**config.mk**
```make
export PLATFORM = sky130hd
export DESIGN_NAME = key_progress_ctrl_flat
export DESIGN_NICKNAME = d
export VERILOG_FILES = /design/src/rtl/key_progress_ctrl_pkg.sv /design/src/rtl/key_progress_ctrl_if.sv /design/src/rtl/key_progress_ctrl_box_overlap.sv /design/src/rtl/key_progress_ctrl.sv /design/src/flat_wrapper.sv
export SDC_FILE = /design/constraint.sdc
export NUM_CORES = 1
export LEC_CHECK = 0
export ABC_AREA = 1
export CAP_MARGIN = 20
export CORE_MARGIN = 2
export CORE_UTILIZATION = 60
export CTS_CLUSTER_SIZE = 20
export DETAILED_ROUTE_END_ITERATION = 8
export MAX_ROUTING_LAYER = met4
export PLACE_DENSITY_LB_ADDON = 0.12
export SYNTH_ARGS = -nofsm -noshare
export SYNTH_HDL_FRONTEND = slang
export SYNTH_HIERARCHICAL = 1
export SYNTH_SLANG_ARGS = --single-unit
```
**constraint.sdc**
```tcl
create_clock -name clk -period 7.5 [get_ports clk]
set_input_delay 0.75 -clock clk [delete_from_list [all_inputs] [get_ports clk]]
set_output_delay 0.75 -clock clk [all_outputs]
set_load 0.02 [all_outputs]
```
**src/rtl/key_progress_ctrl_pkg.sv**
```systemverilog
// Shared game constants: top-level state codes, key progress codes and key box placement.
// Consumed by the key progress controller and by the object renderer.
package key_progress_ctrl_pkg;

  typedef enum logic [3:0] {
    TITLE        = 4'd0,
    INTRO        = 4'd1,
    STAGE1       = 4'd2,
    STAGE1_CLEAR = 4'd3,
    STAGE2       = 4'd4,
    STAGE2_CLEAR = 4'd5,
    BOSS         = 4'd6,
    WIN          = 4'd7,
    FAIL         = 4'd8
  } game_state_t;

  typedef enum logic [1:0] {
    NONE       = 2'd0,
    FIND_KEY   = 2'd1,
    FIND_LIGHT = 2'd2,
    FIND_DOOR  = 2'd3
  } progress_t;

  typedef enum logic [1:0] {
    IDLE         = 2'd0,
    CHARGING     = 2'd1,
    WAIT_RELEASE = 2'd2
  } ctrl_state_t;

  localparam logic [9:0] KEY1_X = 10'd65;
  localparam logic [9:0] KEY1_Y = 10'd35;
  localparam logic [9:0] KEY2_X = 10'd235;
  localparam logic [9:0] KEY2_Y = 10'd35;
  localparam logic [9:0] KEY3_X = 10'd235;
  localparam logic [9:0] KEY3_Y = 10'd205;
  localparam int unsigned KEY_SZ = 20;

  typedef struct packed {
    logic [9:0] x;
    logic [9:0] y;
    logic       valid;
  } key_box_t;

  // Once every key is held there is nothing left to grab, so the box is marked invalid.
  function automatic key_box_t key_box_for(input logic [1:0] kf);
    key_box_t b;
    b = '{x: 10'd0, y: 10'd0, valid: 1'b0};
    case (kf)
      2'd0:    b = '{x: KEY1_X, y: KEY1_Y, valid: 1'b1};
      2'd1:    b = '{x: KEY2_X, y: KEY2_Y, valid: 1'b1};
      2'd2:    b = '{x: KEY3_X, y: KEY3_Y, valid: 1'b1};
      default: b = '{x: 10'd0, y: 10'd0, valid: 1'b0};
    endcase
    return b;
  endfunction

endpackage

```
**src/rtl/key_progress_ctrl_if.sv**
```systemverilog
// Bundle between the game FSM / player logic and the key progress controller.
interface key_progress_ctrl_if;
  logic [3:0] state;
  logic [8:0] player_x;
  logic [8:0] player_y;
  logic       act;
  logic [1:0] key_find;
  logic       charging;
  logic       pickup_pulse;
  logic       stage_clear;

  modport master (
    output state, player_x, player_y, act,
    input  key_find, charging, pickup_pulse, stage_clear
  );

  modport slave (
    input  state, player_x, player_y, act,
    output key_find, charging, pickup_pulse, stage_clear
  );
endinterface

```
**src/rtl/key_progress_ctrl_box_overlap.sv**
```systemverilog
// Combinational axis-aligned box intersection on half-open boxes in 10-bit space.
// Edges that merely touch do not count; 10 bits keep 9-bit coordinates plus size from wrapping.
module box_overlap #(
  parameter int unsigned A_W = 20,
  parameter int unsigned A_H = 20,
  parameter int unsigned B_W = 20,
  parameter int unsigned B_H = 20
) (
  input  logic [9:0] ax,
  input  logic [9:0] ay,
  input  logic [9:0] bx,
  input  logic [9:0] by,
  output logic       ov
);
  localparam logic [9:0] AW = 10'(A_W);
  localparam logic [9:0] AH = 10'(A_H);
  localparam logic [9:0] BW = 10'(B_W);
  localparam logic [9:0] BH = 10'(B_H);

  assign ov = (ax < bx + BW) && (bx < ax + AW) &&
              (ay < by + BH) && (by < ay + AH);
endmodule

```
**src/rtl/key_progress_ctrl.sv**
```systemverilog
// Key collection controller: a sustained grab over the active key box advances key_find,
// pulsing pickup_pulse per key and stage_clear when the last key is taken.
module key_progress_ctrl
  import key_progress_ctrl_pkg::*;
#(
  parameter int unsigned HOLD_CYC = 12_500_000,
  parameter int unsigned CNT_W    = 24,
  parameter int unsigned PW       = 20
) (
  input logic              clk,
  input logic              rst,
  key_progress_ctrl_if.slave bus
);
  localparam logic [CNT_W-1:0] HOLD_LAST = CNT_W'(HOLD_CYC - 1);

  ctrl_state_t      fsm;
  logic [CNT_W-1:0] count;
  logic [1:0]       key_find_q;
  logic             charging_q;
  logic             pickup_q;
  logic             clear_q;
  key_box_t         box;
  logic             ov_raw;
  logic             ov;

  assign box = key_box_for(key_find_q);

  box_overlap #(
    .A_W(PW),
    .A_H(PW),
    .B_W(KEY_SZ),
    .B_H(KEY_SZ)
  ) u_key_overlap (
    .ax({1'b0, bus.player_x}),
    .ay({1'b0, bus.player_y}),
    .bx(box.x),
    .by(box.y),
    .ov(ov_raw)
  );

  assign ov = ov_raw && box.valid;

  // Leaving STAGE1 wipes progress outright; otherwise the grab FSM runs with one-shot pulses.
  always_ff @(posedge clk or posedge rst) begin
    if (rst) begin
      fsm        <= IDLE;
      count      <= '0;
      key_find_q <= 2'd0;
      charging_q <= 1'b0;
      pickup_q   <= 1'b0;
      clear_q    <= 1'b0;
    end else begin
      pickup_q <= 1'b0;
      clear_q  <= 1'b0;
      if (bus.state != STAGE1) begin
        fsm        <= IDLE;
        count      <= '0;
        key_find_q <= 2'd0;
        charging_q <= 1'b0;
      end else begin
        case (fsm)
          IDLE: begin
            if (bus.act && ov) begin
              fsm        <= CHARGING;
              count      <= CNT_W'(1);
              charging_q <= 1'b1;
            end
          end
          CHARGING: begin
            if (!bus.act || !ov) begin
              fsm        <= IDLE;
              count      <= '0;
              charging_q <= 1'b0;
            end else if (count == HOLD_LAST) begin
              fsm        <= WAIT_RELEASE;
              count      <= '0;
              charging_q <= 1'b0;
              key_find_q <= key_find_q + 2'd1;
              pickup_q   <= 1'b1;
              clear_q    <= (key_find_q == 2'd2);
            end else begin
              count <= count + CNT_W'(1);
            end
          end
          // Holding the button over the next box must not chain another grab.
          WAIT_RELEASE: begin
            if (!bus.act) fsm <= IDLE;
          end
          default: begin
            fsm        <= IDLE;
            count      <= '0;
            charging_q <= 1'b0;
          end
        endcase
      end
    end
  end

  assign bus.key_find     = key_find_q;
  assign bus.charging     = charging_q;
  assign bus.pickup_pulse = pickup_q;
  assign bus.stage_clear  = clear_q;
endmodule

```
**src/flat_wrapper.sv**
```systemverilog
// flat-port wrapper written by rule: the top's interface ports become plain ports
module key_progress_ctrl_flat import key_progress_ctrl_pkg::*;
#(
  parameter int unsigned HOLD_CYC = 12_500_000,
  parameter int unsigned CNT_W    = 24,
  parameter int unsigned PW       = 20
)
  (clk, rst, bus_state, bus_player_x, bus_player_y, bus_act, bus_key_find, bus_charging, bus_pickup_pulse, bus_stage_clear);
  key_progress_ctrl_if bus_i ();
  input logic clk;
  input logic rst;
  input wire logic [$bits(bus_i.state)-1:0] bus_state;
  input wire logic [$bits(bus_i.player_x)-1:0] bus_player_x;
  input wire logic [$bits(bus_i.player_y)-1:0] bus_player_y;
  input wire logic [$bits(bus_i.act)-1:0] bus_act;
  output wire logic [$bits(bus_i.key_find)-1:0] bus_key_find;
  output wire logic [$bits(bus_i.charging)-1:0] bus_charging;
  output wire logic [$bits(bus_i.pickup_pulse)-1:0] bus_pickup_pulse;
  output wire logic [$bits(bus_i.stage_clear)-1:0] bus_stage_clear;
  assign bus_i.state = bus_state;
  assign bus_i.player_x = bus_player_x;
  assign bus_i.player_y = bus_player_y;
  assign bus_i.act = bus_act;
  assign bus_key_find = bus_i.key_find;
  assign bus_charging = bus_i.charging;
  assign bus_pickup_pulse = bus_i.pickup_pulse;
  assign bus_stage_clear = bus_i.stage_clear;
  key_progress_ctrl #(.HOLD_CYC(HOLD_CYC), .CNT_W(CNT_W), .PW(PW)) u_core (.clk(clk), .rst(rst), .bus(bus_i));
endmodule
```
==> metrics <==
run status=finished clean; Post-Synthesis Mean Instance Area=6.92 µm²; ANT nets after route=0; layout cell share with drive strength beyond 1=0.0802; root buffer cell=clkbuf_8; Synth cell types=36; Switching Fraction=0.284; Max Clock Skew=6.21 ps; sequential power share=0.445; Final period util=0.569; minimum clock period=4270 ps; Slew @ Worst Pin=779 ps; relative slew slack=0.481; CP arrival=4430 ps; Cell Count, Final, Fillers Out=633; Max VDD drop=0.000116 V; RSZ-0062 raised after global routing=false; Vias/cell=5.00; top cells by area, synth=dfrtp_1 22%, ha_1 16%, nand2_1 16%, inv_1 7.8%, nor2_1 6.4%; Syn Inst Count=503; WL/cell=11.6 µm; Core Region=0.00554 mm²; Hold Crit Class=flip-flop to flip-flop; height of the die=80.1 µm; Total GRT Usage=0.263; Internal=270 µW; top cell type's share of synthesized area=0.223; Total Wirelength=7.37 mm; type of origin of the critical path=flip-flop; Ports=30; CTS tree=built; first-pass iteration count of the detailed router=4; Seq/Total Area, Yosys=0.223; via count=3163; reg2reg path depth=19; combinational fraction of design power=0.225; total power=377 µW; # diodes=0; flops & latches, synth=31; r2r setup slk=3230 ps; leading area contributor after synthesis=dfrtp_1; FF-to-FF End=u_core/count[10]; first-pass GRT wire length=13.2 mm; Pleak=0.00206 µW; Inst Count DP=625; synthesized cell area=0.00348 mm²; RePlAce Congestion=0.909; Site Rows=27; hold_buf cts=0; worst hold start=u_core/bus.charging; worst setup path startpoint=u_core/bus.key_find[0]; Worst EP required=7660 ps; clock buffer depth=2; PwrDens=94.3 mW/mm²; Post-route DRC=0; Detailed Route Iter0 Violations=151; nets=629; Starting Density=0.628; largest net degree at the start of global routing=32; Final Hold Fails=0; post_cts resized=0; H-tree levels=2; hold endpoint=u_core/bus.charging; HPWL after DPL=6.02 mm; final setup TNS=0 ps; clk_lat worst skew=280 ps; final setup fails=0; R2R Path Start=u_core/bus.key_find[0]; Sink Count=31; CTS buffer count=5; Clk pwr share=0.329; port bufs=29; NetSw=107 µW; fmax=234 MHz; grt total ovfl=0; worst setup path class=flip-flop to flip-flop; total die area=0.00642 mm²; hold depth=2; max-slew violation count=0; vias in the first global route=3008; post-CTS setup buffer count=0; CP endpoint kind=flip-flop; Worst-path clk slew=60 ps; antenna violations before repair=0; CP max FO=28; Die Wd=80.1 µm; P&R area growth vs syn=14.9%; synth warn=6; # Max-Cap Violations=0
==> through the flow <==
| stage | instance area (µm²) | setup slack (ps) | utilization | hold WS [ps] |
|---|---|---|---|---|
| 2_1_floorplan | 3570 | 3970 | - | 479 |
| 3_3_place_gp | 3920 | 3280 | 0.707 | 477 |
| 3_5_place_dp | 3920 | 3100 | 0.707 | 481 |
| 4_1_cts | 4000 | 3230 | 0.721 | 500 |
| 5_1_grt | 4000 | 2860 | 0.721 | 518 |
| 6_report | 4000 | 3230 | 0.721 | 494 |
==> placed cells by master, fill, tap and decap left out, drive strengths merged, types with 3 or more instances in the layout <==
cell and n:
o21ai 15, nand3b 11, xnor2 4, a21oi 10, nand4 11, xor2 22
nand3 36, nand2 156, conb 25, nor3 5, clkinv 3, inv 75
clkdlybuf4s50 29, clkbuf 7, dfrtp 31, ha 44, nor2 69
==> sequential cells by signal (all words and copies together), names as in the netlist <==
register / count
u_core/bus.pickup_pulse: 1
u_core/bus.key_find: 2
u_core/fsm: 2
u_core/bus.stage_clear: 1
u_core/bus.charging: 1
u_core/count: 24
==> cell families (layout without fill, tap and decap cells) <==
| family | count (synthesis) | count (layout) | synth area share |
|---|---|---|---|
| compound gates | 31 | 31 | 0.0532 |
| xor+xnor | 26 | 26 | 0.0655 |
| fa+ha+maj | 44 | 44 | 0.158 |
| buf+inv | 81 | 115 | 0.0953 |
| flops | 31 | 31 | 0.223 |
| other cells | 1 | 25 | 0.00108 |
| simple gates | 289 | 289 | 0.404 |
==> power by group through the flow <==
stage	Combinational (µW)	Sequential, µW	Clock [µW]
2_1_floorplan	55.4	171	0
5_1_grt	98.1	168	136
6_report	84.9	168	124
3_3_place_gp	80.6	171	0
4_1_cts	84.2	168	129
3_5_place_dp	83.7	171	0
==> Yosys cell counts, drive strengths merged <==
cell,count
a22oi,1
a21boi,1
buf,4
or2,1
xnor2,4
clkinv,2
nand2,156
nor3,5
o21ai,15
nand3,36
nor2,69
inv,75
o21bai,1
o22ai,1
o211ai,1
a31oi,1
nand4,11
dfrtp,31
conb,1
xor2,22
nand3b,11
ha,44
a21oi,10
==> worst max-delay path, stage by stage (launching register included) <==
cell and delay [ps]:
dfrtp_1 440, inv_1 130, ha_1 530, ha_1 310, o21ai_1 100, nand3b_1 220, xor2_1 180, ha_1 270
nand2_1 80, inv_1 40, nand2_1 60, nand3_1 70, nor2_1 100, nand3_1 70, nor2_1 220, nand3_4 150
o211ai_4 650, nand2_4 240, inv_1 210, nor2_1 70
==> worst max-delay path by stage <==
stage,cells past startpoint,end,slack (ps)
after CTS,19,u_core/count[10],3230
after global routing,19,u_core/count[10],2860
after global placement,17,u_core/count[19],3280
final,19,u_core/count[10],3230
after floorplan,20,u_core/count[11],3970
after detailed placement,17,u_core/count[8],3100
==> area by class of cell <==
type / instances / area, µm²
multi-input cells: 415 / 2460
fillers: 500 / 1540
flip-flops and latches: 31 / 776
repair buffers: 30 / 298
inverters: 77 / 290
well taps: 72 / 90.1
clock buffers: 7 / 76.3
clock inverters: 1 / 5.00
==> per-layer routing <==
layer  track usage  share of wire  vias to the layer above
met5             -              0                        -
met4        0.0508         0.0091                        0
met3        0.0416          0.040                        7
met2         0.430           0.47                       61
met1         0.349           0.48                     1415
li1              -              -                     1680
No activity file was read; power rests on OpenSTA's default activity.
